**src/rtl/mem_arb_pkg.sv**
```systemverilog
// Shared types and widths for the two-port memory arbiter.
package mem_arb_pkg;
  typedef enum logic {PRIO_LS, PRIO_IF} arb_prio_t;
  typedef enum logic {PORT_IF, PORT_LS} arb_port_t;
  localparam int STARVE_W = 4;
endpackage

```
**src/rtl/arb_starve_cnt.sv**
```systemverilog
// Per-port denial counter: counts consecutive lost cycles, saturates at MAX.
// o_hit flags that the count will sit at MAX after this edge.
module arb_starve_cnt
  import mem_arb_pkg::*;
#(
  parameter int MAX = 4
) (
  input  logic i_clk,
  input  logic i_reset,
  input  logic i_req,
  input  logic i_gnt,
  output logic o_hit
);

  localparam logic [STARVE_W-1:0] MAX_C = STARVE_W'(MAX);

  logic [STARVE_W-1:0] cnt_q;
  logic [STARVE_W-1:0] cnt_d;

  always_comb begin
    cnt_d = '0;
    if (i_req && !i_gnt) begin
      cnt_d = (cnt_q == MAX_C) ? cnt_q : cnt_q + STARVE_W'(1);
    end
  end

  // Looking at the next value lets priority flip on the same edge the limit is reached.
  assign o_hit = (cnt_d == MAX_C);

  always_ff @(posedge i_clk) begin
    if (i_reset) begin
      cnt_q <= '0;
    end else begin
      cnt_q <= cnt_d;
    end
  end

endmodule

```
**src/rtl/mem_arbiter.sv**
```systemverilog
// Arbitrates IF and LS onto one single-port memory with a one-cycle registered
// response and a starvation guard that hands conflict priority to a waiting port.
//
//   state   | meaning
//   PRIO_LS | LS wins a simultaneous request
//   PRIO_IF | IF wins a simultaneous request
module mem_arbiter
  import mem_arb_pkg::*;
#(
  parameter int ADDR_W     = 32,
  parameter int STARVE_MAX = 4
) (
  input  logic              i_clk,
  input  logic              i_reset,
  input  logic              i_if_req,
  input  logic [ADDR_W-1:0] i_if_addr,
  output logic              o_if_gnt,
  output logic              o_if_rvalid,
  output logic [31:0]       o_if_rdata,
  input  logic              i_ls_req,
  input  logic [ADDR_W-1:0] i_ls_addr,
  input  logic [31:0]       i_ls_wdata,
  input  logic [3:0]        i_ls_bmask,
  input  logic              i_ls_wren,
  output logic              o_ls_gnt,
  output logic              o_ls_rvalid,
  output logic [31:0]       o_ls_rdata,
  output logic [ADDR_W-1:0] o_mem_addr,
  output logic [31:0]       o_mem_wdata,
  output logic [3:0]        o_mem_bmask,
  output logic              o_mem_wren,
  input  logic [31:0]       i_mem_rdata
);

  arb_prio_t prio_q;
  arb_prio_t prio_d;
  arb_port_t win;
  logic      any_req;
  logic      if_hit;
  logic      ls_hit;

  always_comb begin
    win     = PORT_LS;
    any_req = 1'b0;
    if (!i_reset) begin
      if (i_if_req && i_ls_req) begin
        any_req = 1'b1;
        win     = (prio_q == PRIO_IF) ? PORT_IF : PORT_LS;
      end else if (i_if_req) begin
        any_req = 1'b1;
        win     = PORT_IF;
      end else if (i_ls_req) begin
        any_req = 1'b1;
        win     = PORT_LS;
      end
    end
  end

  assign o_if_gnt = any_req && (win == PORT_IF);
  assign o_ls_gnt = any_req && (win == PORT_LS);

  always_comb begin
    o_mem_addr  = '0;
    o_mem_wdata = '0;
    o_mem_bmask = '0;
    o_mem_wren  = 1'b0;
    if (o_if_gnt) begin
      o_mem_addr = i_if_addr;
    end else if (o_ls_gnt) begin
      o_mem_addr  = i_ls_addr;
      o_mem_wdata = i_ls_wdata;
      o_mem_bmask = i_ls_bmask;
      o_mem_wren  = i_ls_wren;
    end
  end

  arb_starve_cnt #(.MAX(STARVE_MAX)) u_if_cnt (
    .i_clk   (i_clk),
    .i_reset (i_reset),
    .i_req   (i_if_req),
    .i_gnt   (o_if_gnt),
    .o_hit   (if_hit)
  );

  arb_starve_cnt #(.MAX(STARVE_MAX)) u_ls_cnt (
    .i_clk   (i_clk),
    .i_reset (i_reset),
    .i_req   (i_ls_req),
    .i_gnt   (o_ls_gnt),
    .o_hit   (ls_hit)
  );

  always_comb begin
    prio_d = prio_q;
    case (prio_q)
      PRIO_LS: if (if_hit) prio_d = PRIO_IF;
      PRIO_IF: if (ls_hit) prio_d = PRIO_LS;
      default: prio_d = PRIO_LS;
    endcase
  end

  always_ff @(posedge i_clk) begin
    if (i_reset) begin
      prio_q <= PRIO_LS;
    end else begin
      prio_q <= prio_d;
    end
  end

  // rdata holds between responses; write acknowledges return zero.
  always_ff @(posedge i_clk) begin
    if (i_reset) begin
      o_if_rvalid <= 1'b0;
      o_ls_rvalid <= 1'b0;
      o_if_rdata  <= '0;
      o_ls_rdata  <= '0;
    end else begin
      o_if_rvalid <= o_if_gnt;
      o_ls_rvalid <= o_ls_gnt;
      if (o_if_gnt) o_if_rdata <= i_mem_rdata;
      if (o_ls_gnt) o_ls_rdata <= i_ls_wren ? 32'h0 : i_mem_rdata;
    end
  end

endmodule

```
**config.mk**
```make
export PLATFORM = sky130hd
export DESIGN_NAME = mem_arbiter
export DESIGN_NICKNAME = d
export VERILOG_FILES = /design/src/rtl/mem_arb_pkg.sv /design/src/rtl/arb_starve_cnt.sv /design/src/rtl/mem_arbiter.sv
export SDC_FILE = /design/constraint.sdc
export NUM_CORES = 1
export LEC_CHECK = 0
export ABC_AREA = 1
export CORE_UTILIZATION = 36
export DETAILED_ROUTE_END_ITERATION = 7
export PLACE_DENSITY_LB_ADDON = 0.25
export SETUP_SLACK_MARGIN = 0.3
export SYNTH_ARGS = -nofsm -noshare
export SYNTH_HDL_FRONTEND = slang
export SYNTH_HIERARCHICAL = 1
export SYNTH_SLANG_ARGS = --single-unit
```
**constraint.sdc**
```tcl
create_clock -name i_clk -period 2.05 [get_ports i_clk]
set_clock_uncertainty 0.1 [all_clocks]
set_input_delay 0.615 -clock i_clk [delete_from_list [all_inputs] [get_ports i_clk]]
set_output_delay 0.615 -clock i_clk [all_outputs]
set_load 0.01 [all_outputs]
```
# Word-level counts from Yosys, hierarchy flattened
# Cells that the tools add are included.
# op_classes
muxes	24
addsub	2
reduce_logical	7
eq_ne	4
bitwise_logic	2
# ops
operator	count
32-bit two-way mux	5
4-bit two-way mux	6
4-bit by 3-bit == test with 1-bit output (second input constant)	4
1-bit two-way mux	12
4-bit by 1-bit adder with 4-bit output (second input constant)	2
1-bit logical AND	5
1-bit logical NOT	2
1-bit NOT	2
1-bit one-hot mux with 2 select lines	1
# word_totals
input_bits	137
output_inout_bits	137
ff_bits	75
word_cells	46

# Logic depth before layout (Yosys ltp)
# Gate-level depths: netlist of the first run.
# depth
depth_word	11
ltp_mapped	16
ltp_nobuf	14

# Cells and area by module
# Netlist of the first run, hierarchy kept.
# by_module_without_submodules
module	seq_area_each_um2	cells_per_inst	n_inst	area_per_inst_um2
mem_arbiter	1341.3	579	1	3442.1
arb_starve_cnt	80.1	39	2	242.7

# Worst setup path before layout of the first run
# Ideal clock, no wire load.
# synth_timing
kind	input-to-output
from	in i_if_req
to	out o_mem_addr[22]
setup_slack_ns	0.038
stages	8
t_arrival_ns	1.297
required_time_ns	1.335
path_buffers	2
cell_sequence	inv_1 -> nor2_1 -> nand2_2 -> inv_2 -> buf_6 -> buf_6 -> nand2_1 -> nand2_1
# synth_via
elab_chain_cells	6
elab_cells_between_ends	12
classes_between	mux: 8; bitwise: 1; reduce/logical: 3
# synth_rtl
item	line_no	text
from (decl)	mem_arbiter.sv:15	input logic i_if_req,
1-bit two-way mux or 1-bit logical AND (tied branches)	mem_arbiter.sv:49, mem_arbiter.sv:46	
1-bit two-way mux	mem_arbiter.sv:46	if (i_if_req && i_ls_req) begin
1-bit two-way mux	mem_arbiter.sv:45	if (!i_reset) begin
1-bit NOT	mem_arbiter.sv:59	assign o_if_gnt = any_req && (win == PORT_IF);
1-bit logical AND *	mem_arbiter.sv:59	
net o_if_gnt	mem_arbiter.sv:17	output logic o_if_gnt,
32-bit two-way mux *	mem_arbiter.sv:67	if (o_if_gnt) begin
to (decl)	mem_arbiter.sv:28	output logic [ADDR_W-1:0] o_mem_addr,
# Mark *: on every way through the listed nets, which the timed path passes. The rest lies on a longest branch.

# Final worst setup path of the first run
# layout_timing
from	in i_if_req
to	out o_mem_wdata[13]
# layout_via
elab_chain_cells	6
elab_cells_between_ends	12
classes_between	mux: 8; bitwise: 1; reduce/logical: 3
# layout_rtl
item	line_no	text
1-bit two-way mux or 1-bit logical AND (tied branches)	mem_arbiter.sv:49, mem_arbiter.sv:46	
1-bit two-way mux	mem_arbiter.sv:46	
1-bit two-way mux	mem_arbiter.sv:45	
1-bit logical AND or 1-bit NOT (tied branches)	mem_arbiter.sv:60, mem_arbiter.sv:59	
32-bit two-way mux or 1-bit logical AND (tied branches)	mem_arbiter.sv:69, mem_arbiter.sv:59	
32-bit two-way mux *	mem_arbiter.sv:67	
to (decl)	mem_arbiter.sv:29	output logic [31:0] o_mem_wdata,
# Every way passes the cells marked *; elsewhere a longest branch is shown, timed or not.

==> reports/metrics.json, run 1 <==
{
  "cts": {
    "clockBufferDepth": 2,
    "cts_bufs_inserted": 9,
    "path_clk_slew_ps": 80,
    "clock_insertion_delay_worst_skew_ps": 340,
    "htree_levels": 3,
    "cts.sink_count": 75,
    "clockRootBuffer": "sky130_fd_sc_hd__clkbuf_8",
    "clock_tree_from_tritoncts": "yes"
  },
  "global_routing": {
    "gr-usage-all-layers_pct": 31.4,
    "grt_pass1_wl_um": 27600,
    "grt_start_max_net_pins": 66,
    "total_congestion_overflow": 0,
    "vias_in_the_first_global_route": 5474,
    "grt_antenna_before_repair": 0
  },
  "synthesis": {
    "synth-compound-area-share_pct": 2.17,
    "post_synth_and_or_nand_nor_area_fraction_pct": 44.0,
    "synth.yosys.warnings": 6,
    "postSynthCellCount": 657,
    "mappedNetlistNets": 798,
    "synth.distinct_cells": 19,
    "synth.ff_latch_count": 75,
    "syn-cell-area_um2": 3930,
    "combinational_family_with_the_most_area_after_synthesis": "simple AND/OR/NAND/NOR gates",
    "postSynthAreaPerCell_um2": 5.98,
    "synth_xor_xnor_area_share_pct": 0,
    "synth_adder_area_share_pct": 1.27,
    "part_of_the_yosys_area_used_for_sequential_elements_pct": 38.2,
    "muxShareOfSynthArea_pct": 0
  },
  "sta": {
    "grt_setup_unrepaired": "true",
    "timing.max_slew.rel_slack_pct": 50.5,
    "finalWorstPathRequiredPeriod_ps": 2390,
    "setup_ws_ps": -338,
    "max_slew.worst_pin.slew_ps": 742,
    "timing.final.hold_violations": 0,
    "timing.final.setup_violations": 71,
    "achievable-frequency_mhz": 419,
    "period_share_pct": 116,
    "report.final.slew_viol_count": 0,
    "tns_ps": -17740
  },
  "setup_path": {
    "path_cells": "buf_6 -> buf_8 -> nand2_8 -> nand3_4 -> buf_12 -> buf_16 -> buf_12 -> nor2_4 -> buf_6",
    "critical_path_required_ps": 1330,
    "worst_path_largest_cell_delay_ps": 160,
    "critPathBufInv": 6,
    "timing.critical_path.max_delay_family": "buffers and inverters",
    "highest_delay_cell_along_the_critical_path": "sky130_fd_sc_hd__buf_12",
    "crit_type": "in -> out",
    "cp.arrival_ps": 1670,
    "worst-path-max-fanout": 6,
    "critical_path.startpoint_type": "input port",
    "critical_path.endpoint_type": "primary output"
  },
  "route": {
    "antenna_left": 0,
    "drt-pass1-iter-count": 4,
    "first_iter_violations": 265,
    "drc_viols": 0,
    "num_vias": 5435,
    "post_drt_via_cell_ratio": 4.91,
    "wl_um": 19500,
    "routedWlPerCell_um": 17.6
  },
  "pwr": {
    "worst_ir_drop_vdd_mv": 0.575,
    "leakage_power_nw": 4.41,
    "power-per-cell-area_nw_per_um2": 502
  },
  "placed_design": {
    "worst_case_setup_slack_after_placement_ps": -1090,
    "post_detail_place_hpwl_um": 12300,
    "globalplace.congestion": 0.852,
    "port_buffers": 273
  },
  "outcome": {
    "run_status": "finished with violations",
    "failed_checks": "negative setup slack"
  },
  "finish": {
    "relative_area_change_from_synthesis_to_final_layout_pct": 119,
    "final_util_pct": 82.3,
    "register_area_um2": 1510,
    "layout.cells.most_common": "sky130_fd_sc_hd__nand2_1",
    "area_of_combinational_cells_with_multiple_inputs_um2": 2600,
    "diodes": 0,
    "final_net_count": 1108,
    "share_of_cells_above_drive_strength_1_pct": 32.2,
    "final_cell_mix": "sky130_fd_sc_hd__nand2_1, sky130_fd_sc_hd__clkdlybuf4s50_1, sky130_fd_sc_hd__inv_1",
    "fill_cells": 632
  },
  "floorplan": {
    "core_area_um2": 10500,
    "die_extent_in_y_um": 106,
    "initial_utilization_pct": 37.5,
    "num_io_pins": 274,
    "num_rows": 37,
    "fp.dieArea_um2": 11300,
    "dieWidth_um": 106
  },
  "job": {
    "maxCapViolations": 0
  },
  "hold_path": {
    "min-delay-path-class": "reg -> reg"
  }
}
## power breakdown
group | total, mW | internal, mW | switching [mW] | leakage (nW)
combinational | 1.35 | 0.726 | 0.624 | 3.68
sequential | 1.58 | 1.53 | 0.0460 | 0.616
clock | 1.39 | 0.811 | 0.581 | 0.113
## through the flow
step	hold slack [ps]	instance area, um2	cells	power (mW)
after detailed placement	359	7280	1058	2.72
after floorplan	387	4330	657	2.04
after global placement	353	7280	1058	2.70
after CTS	367	8280	1103	4.21
final	366	8610	1108	4.32
after global routing	394	8610	1108	4.48
## sequential cells by signal (all words and copies together) (netlist names)
name / count
o_if_rdata: 32
o_ls_rdata: 32
u_if_cnt/cnt_q: 4
u_ls_cnt/cnt_q: 4
o_if_rvalid: 1
o_ls_rvalid: 1
prio_q: 1
## what timing repair did
action,4_1_cts,5_1_grt
hold buffers,0,0
pin swaps,30,20
buffers inserted,18,4
gates resized for setup,514,67
cloned,11,1
endpoints found under the setup margin,210,97
## worst min-delay path, stage by stage (launching register included)
cell and delay [ps]:
sky130_fd_sc_hd__dfxtp_1 310, sky130_fd_sc_hd__nand3_1 70, sky130_fd_sc_hd__nand2_1 40
## layout make-up
type / count / share of cell area [%]
clock buffer: 10 / 1.48
tap: 136 / 1.98
sequential: 75 / 17.5
timing repair buffer: 335 / 43.2
inverter: 93 / 4.32
clock inverter: 6 / 1.32
multi-input combinational: 453 / 30.3
## worst paths after layout
check	startpoint	end	slack, ps	cells after the start
hold / removal	o_if_rdata[6]	o_if_rdata[6]	370	2
setup reg to reg	prio_q	prio_q	120	16
setup / recovery	i_if_req	o_mem_wdata[13]	-340	9
hold reg to reg	o_if_rdata[6]	o_if_rdata[6]	370	2
## cells by family after synthesis
kind of cell,count (synthesis)
flip-flops,75
AND/OR/NAND/NOR,432
buffers and inverters,129
adder cells (fa/ha/maj),4
AO/OA/AOI/OAI,17
## cells in the mapped netlist, drive strengths merged
master / n / share of area [%]
clkinv: 2 / 0.19
clkbuf: 4 / 0.38
nand4: 4 / 0.64
nor3: 2 / 0.25
nand2: 253 / 24
nor2: 121 / 12
a21oi: 16 / 2.0
inv: 91 / 8.7
dfxtp: 75 / 38
buf: 32 / 5.1
o21ai: 1 / 0.13
nand3: 52 / 6.9
ha: 4 / 1.3
## layer usage
layer  part of all wire [%]  GRT usage (%)  vias to the layer above
met5                      0              0                        -
met4                    5.0           17.5                        0
met3                    9.2           9.87                       78
met2                     53           58.6                      245
met1                     33           30.5                     2541
li1                       -              -                     2571
Power figures use the tool's default switching activity.
==> run 2: changes to the inputs <==
--- a/config.mk
+++ b/config.mk
@@ -7,6 +7,7 @@
 export LEC_CHECK = 0
 export ABC_AREA = 1
 export CORE_UTILIZATION = 36
+export CTS_CLUSTER_SIZE = 40
 export DETAILED_ROUTE_END_ITERATION = 7
 export PLACE_DENSITY_LB_ADDON = 0.25
 export SETUP_SLACK_MARGIN = 0.3
==> results of run 2 <==
No change in the layout: final DEF, timing and power equal those of run 1.
==> run 3: changes to the inputs <==
--- a/config.mk
+++ b/config.mk
@@ -6,12 +6,12 @@
 export NUM_CORES = 1
 export LEC_CHECK = 0
 export ABC_AREA = 1
-export CORE_UTILIZATION = 36
+export CORE_AREA = 2 2 105 107
 export CTS_CLUSTER_SIZE = 40
 export DETAILED_ROUTE_END_ITERATION = 7
+export DIE_AREA = 0 0 107 109
 export PLACE_DENSITY_LB_ADDON = 0.25
 export SETUP_SLACK_MARGIN = 0.3
 export SYNTH_ARGS = -nofsm -noshare
 export SYNTH_HDL_FRONTEND = slang
-export SYNTH_HIERARCHICAL = 1
 export SYNTH_SLANG_ARGS = --single-unit
==> run 3 against run 2 <==
The flow still finishes with violations (negative setup slack). Cell count shrank 16%. Wire length down 20%. Sequential share of layout area grew 2.7 points. Cell area shrank 14%. Highest routed layer unchanged. Largest power group unchanged. Register-to-register slack better by 190 ps. Setup slack improved by 55 ps. Maximum frequency grew 2.4%. Area after synthesis is 13% lower. Sequential cell count is the same. Die area increased by 2.9%. Total power fell by 11%.
==> reports/metrics.json, run 3 <==
{
  "setup_path": {
    "timing.critical_path.max_delay_family": "buffers and inverters",
    "worst-path-max-fanout": {"value": 6, "change": "unchanged"},
    "critPathBufInv": {"value": 5, "change": "-1"},
    "critical_path_required": {"value": 1330, "unit": "ps", "change": "about the same"},
    "highest_delay_cell_along_the_critical_path": "sky130_fd_sc_hd__dfxtp_2",
    "worstSetupStartpoint": "prio_q",
    "crit_type": "reg -> out",
    "critical_path.startpoint_type": "register",
    "rr_startpoint": "prio_q",
    "cp.arrival": {"value": 1620, "unit": "ps", "change": "-50 ps"},
    "path_cells": "buf_6 -> inv_4 -> a21boi_2 -> nand2_2 -> clkinv_4 -> clkbuf_16 -> a22o_1 -> buf_2",
    "critical_path.endpoint_type": "primary output",
    "worst_path_largest_cell_delay": {"value": 330, "unit": "ps", "change": "+170 ps"}
  },
  "finish": {
    "fill_cells": {"value": 836, "change": "+32%"},
    "largest_registers": "o_if_rdata: 32 flops, o_ls_rdata: 32 flops",
    "relative_area_change_from_synthesis_to_final_layout_pct": 118,
    "post-route-cell-area": {"value": 7440, "unit": "um2", "change": "-14%"},
    "final_util": {"value": 70.1, "unit": "%", "change": "-12 points"},
    "final_cell_mix": "sky130_fd_sc_hd__clkdlybuf4s50_1, sky130_fd_sc_hd__nor2_1, sky130_fd_sc_hd__dfxtp_1",
    "share_of_cells_above_drive_strength_1": {"value": 25.8, "unit": "%", "change": "-6.4 points"},
    "diodes": {"value": 0, "change": "unchanged"},
    "layout.cells.most_common": "sky130_fd_sc_hd__clkdlybuf4s50_1",
    "final_net_count": {"value": 923, "change": "-17%"}
  },
  "floorplan": {
    "dieWidth": {"value": 107, "unit": "um", "change": "+0.52%"},
    "num_io_pins": {"value": 274, "change": "unchanged"},
    "die_extent_in_y": {"value": 109, "unit": "um", "change": "+2.4%"},
    "fp.dieArea": {"value": 11700, "unit": "um2", "change": "+2.9%"},
    "num_rows": {"value": 38, "change": "+2.7%"},
    "initial_utilization": {"value": 32.1, "unit": "%", "change": "-5.4 points"},
    "core_area": {"value": 10600, "unit": "um2", "change": "+1.3%"}
  },
  "cts": {
    "cts.sink_count": {"value": 75, "change": "unchanged"},
    "clock_tree_from_tritoncts": "yes",
    "htree_levels": {"value": 3, "change": "unchanged"},
    "clockBufferDepth": {"value": 2, "change": "unchanged"},
    "clockRootBuffer": "sky130_fd_sc_hd__clkbuf_8",
    "path_clk_slew": {"value": 70, "unit": "ps", "change": "about the same"},
    "clock_insertion_delay_worst_skew": {"value": 340, "unit": "ps", "change": "about the same"},
    "cts_bufs_inserted": {"value": 9, "change": "unchanged"}
  },
  "sta": {
    "worst_hold_check_slack": {"value": 361, "unit": "ps", "change": "-5.31 ps"},
    "max_slew.worst_pin.slew": {"value": 493, "unit": "ps", "change": "-249 ps"},
    "grt_setup_unrepaired": "true",
    "timing.final.hold_violations": {"value": 0, "change": "unchanged"},
    "period_share": {"value": 114, "unit": "%", "change": "-2.7 points"},
    "timing.max_slew.rel_slack": {"value": 67.1, "unit": "%", "change": "+17 points"},
    "report.final.slew_viol_count": {"value": 0, "change": "unchanged"},
    "achievable-frequency": {"value": 429, "unit": "MHz", "change": "+2.4%"},
    "finalWorstPathRequiredPeriod": {"value": 2330, "unit": "ps", "change": "-55.4 ps"},
    "setup_ws": {"value": -282, "unit": "ps", "change": "+55.4 ps"},
    "timing.final.setup_violations": {"value": 71, "change": "unchanged"}
  },
  "placed_design": {
    "worst_case_setup_slack_after_placement": {"value": -1060, "unit": "ps", "change": "+25.3 ps"},
    "port_buffers": {"value": 273, "change": "unchanged"},
    "post_detail_place_hpwl": {"value": 10800, "unit": "um", "change": "-13%"},
    "globalplace.congestion": {"value": 0.791, "change": "-7.1%"},
    "postPlaceCellArea": {"value": 6700, "unit": "um2", "change": "-8.0%"}
  },
  "pwr": {
    "p_comb_share": {"value": 27.4, "unit": "%", "change": "-3.8 points"},
    "switching_share": {"value": 26.4, "unit": "%", "change": "-2.5 points"},
    "worst_ir_drop_vdd": {"value": 0.497, "unit": "mV", "change": "-14%"},
    "proportion_of_power_drawn_by_the_clock_network": {"value": 32.6, "unit": "%", "change": "+0.4 points"},
    "power.net_switching": {"value": 1.02, "unit": "mW", "change": "-19%"},
    "power-per-cell-area": {"value": 518, "unit": "nW/um2", "change": "+3.2%"},
    "seq_power_share": {"value": 40.0, "unit": "%", "change": "+3.4 points"},
    "power.internal": {"value": 2.83, "unit": "mW", "change": "-7.7%"},
    "leakage_power": {"value": 3.39, "unit": "nW", "change": "-23%"}
  },
  "synthesis": {
    "part_of_the_yosys_area_used_for_sequential_elements": {"value": 44.1, "unit": "%", "change": "+5.8 points"},
    "synth.distinct_cells": {"value": 20, "change": "+1"},
    "synth.top_cells.by_count": "sky130_fd_sc_hd__nor2_1, sky130_fd_sc_hd__dfxtp_1, sky130_fd_sc_hd__nand2_1",
    "synthFlopType": "sky130_fd_sc_hd__dfxtp_1",
    "synth.yosys.warnings": {"value": 0, "change": "-6"},
    "postSynthAreaPerCell": {"value": 7.19, "unit": "um2", "change": "+20%"},
    "synth.ff_latch_count": {"value": 75, "change": "unchanged"},
    "syn-cell-area": {"value": 3410, "unit": "um2", "change": "-13%"},
    "most_instantiated_library_cell_after_synthesis": "sky130_fd_sc_hd__nor2_1",
    "asyncSetResetFlopFracSynth": {"value": 0, "unit": "%", "change": "unchanged"},
    "netlist.top_cell.by_area": "sky130_fd_sc_hd__dfxtp_1",
    "postSynthCellCount": {"value": 474, "change": "-28%"},
    "synth_largest_type_area_fraction": {"value": 44.1, "unit": "%", "change": "+5.8 points"},
    "synth-edff-count": {"value": 0, "change": "unchanged"},
    "top_cells_by_area_synth": "sky130_fd_sc_hd__dfxtp_1, sky130_fd_sc_hd__nor2_1, sky130_fd_sc_hd__a22o_1, sky130_fd_sc_hd__nand3_1, sky130_fd_sc_hd__nand2_1",
    "mappedNetlistNets": {"value": 615, "change": "-23%"}
  },
  "global_routing": {
    "total_congestion_overflow": {"value": 0, "change": "unchanged"},
    "grt_pass1_wl": {"value": 22800, "unit": "um", "change": "-17%"},
    "gr-usage-all-layers": {"value": 25.3, "unit": "%", "change": "-6.1 points"},
    "vias_in_the_first_global_route": {"value": 4370, "change": "-20%"},
    "grt_start_max_net_pins": {"value": 39, "change": "-41%"},
    "grt_antenna_before_repair": {"value": 0, "change": "unchanged"}
  },
  "route": {
    "num_vias": {"value": 4466, "change": "-18%"},
    "drc_viols": {"value": 0, "change": "unchanged"},
    "wl": {"value": 15600, "unit": "um", "change": "-20%"},
    "antenna_left": {"value": 0, "change": "unchanged"},
    "routedWlPerCell": {"value": 16.8, "unit": "um", "change": "-4.6%"},
    "post_drt_via_cell_ratio": {"value": 4.82, "change": "-1.8%"},
    "drt-pass1-iter-count": {"value": 4, "change": "unchanged"},
    "first_iter_violations": {"value": 171, "change": "-35%"}
  },
  "hold_path": {
    "min-delay-start": "o_ls_rdata[11]",
    "min-delay-path-class": "reg -> reg"
  },
  "outcome": {
    "failed_checks": "negative setup slack",
    "run_status": "finished with violations"
  },
  "job": {
    "maxCapViolations": {"value": 0, "change": "unchanged"}
  }
}
run 3: worst paths after layout:
path,to,slack [ps],cells after the start
worst max-delay path,o_mem_addr[17],-280,8
worst min-delay path,o_ls_rdata[11],360,2
worst min register to register,o_ls_rdata[11],360,2
worst max register to register,o_ls_rdata[26],310,11
run 3: what timing repair did:
action | in CTS | in global routing
pin swaps | 30 | 19
hold buffers | 0 | 0
endpoints found under the setup margin | 178 | 97
setup buffers | 13 | 5
gates resized for setup | 446 | 26
cloned | 8 | 4
run 3: layer usage:
layer / share of wire, % / GRT usage (%)
met5: 0 / 0
met2: 51 / 46.3
met4: 2.1 / 8.91
met1: 37 / 26.2
met3: 9.9 / 10.2
run 3: worst register-to-register path: stages, from the launching register on:
cell                        delay [ps]
sky130_fd_sc_hd__dfxtp_2           330
sky130_fd_sc_hd__buf_6             120
sky130_fd_sc_hd__nand2_8            60
sky130_fd_sc_hd__nand3_4            90
sky130_fd_sc_hd__buf_12            160
sky130_fd_sc_hd__inv_16             80
sky130_fd_sc_hd__buf_16            120
sky130_fd_sc_hd__buf_4             110
sky130_fd_sc_hd__buf_6             120
sky130_fd_sc_hd__clkbuf_16         150
sky130_fd_sc_hd__nand3_1            70
sky130_fd_sc_hd__a21oi_1           140
run 3: cell type report:
cell class                 instances  area (um2)  area share [%]
sequential                        75        1500            20.2
multi-input combinational        312        1890            25.4
clock inverter                     4        73.8           0.993
inverter                          53         239            3.21
timing repair buffer             331        3410            45.9
tap                              140         175            2.36
clock buffer                      12         145            1.95
run 3: kinds of logic after synthesis:
| kind of cell | count (synthesis) | share of synthesized area [%] |
|---|---|---|
| flops | 75 | 44.1 |
| compound gates | 101 | 18.6 |
| fa+ha+maj | 4 | 1.47 |
| simple gates | 204 | 24.2 |
| xor+xnor | 3 | 0.771 |
| buf+inv | 87 | 10.9 |
run 3: power groups by stage:
stage | Sequential, mW | Clock, mW | Combinational, mW
floorplan | 1.60 | 0 | 0.347
global placement | 1.57 | 0 | 0.945
detailed placement | 1.58 | 0 | 0.959
CTS | 1.54 | 1.29 | 1.01
global route | 1.55 | 1.35 | 1.12
finish | 1.54 | 1.26 | 1.06
run 3: metrics by stage:
stage | setup TNS [ps] | total power, mW | std cells
floorplan | -423 | 1.95 | 474
global placement | -73070 | 2.52 | 881
detailed placement | -79410 | 2.54 | 881
CTS | -15460 | 3.84 | 918
global route | -19790 | 4.02 | 927
finish | -15520 | 3.85 | 927
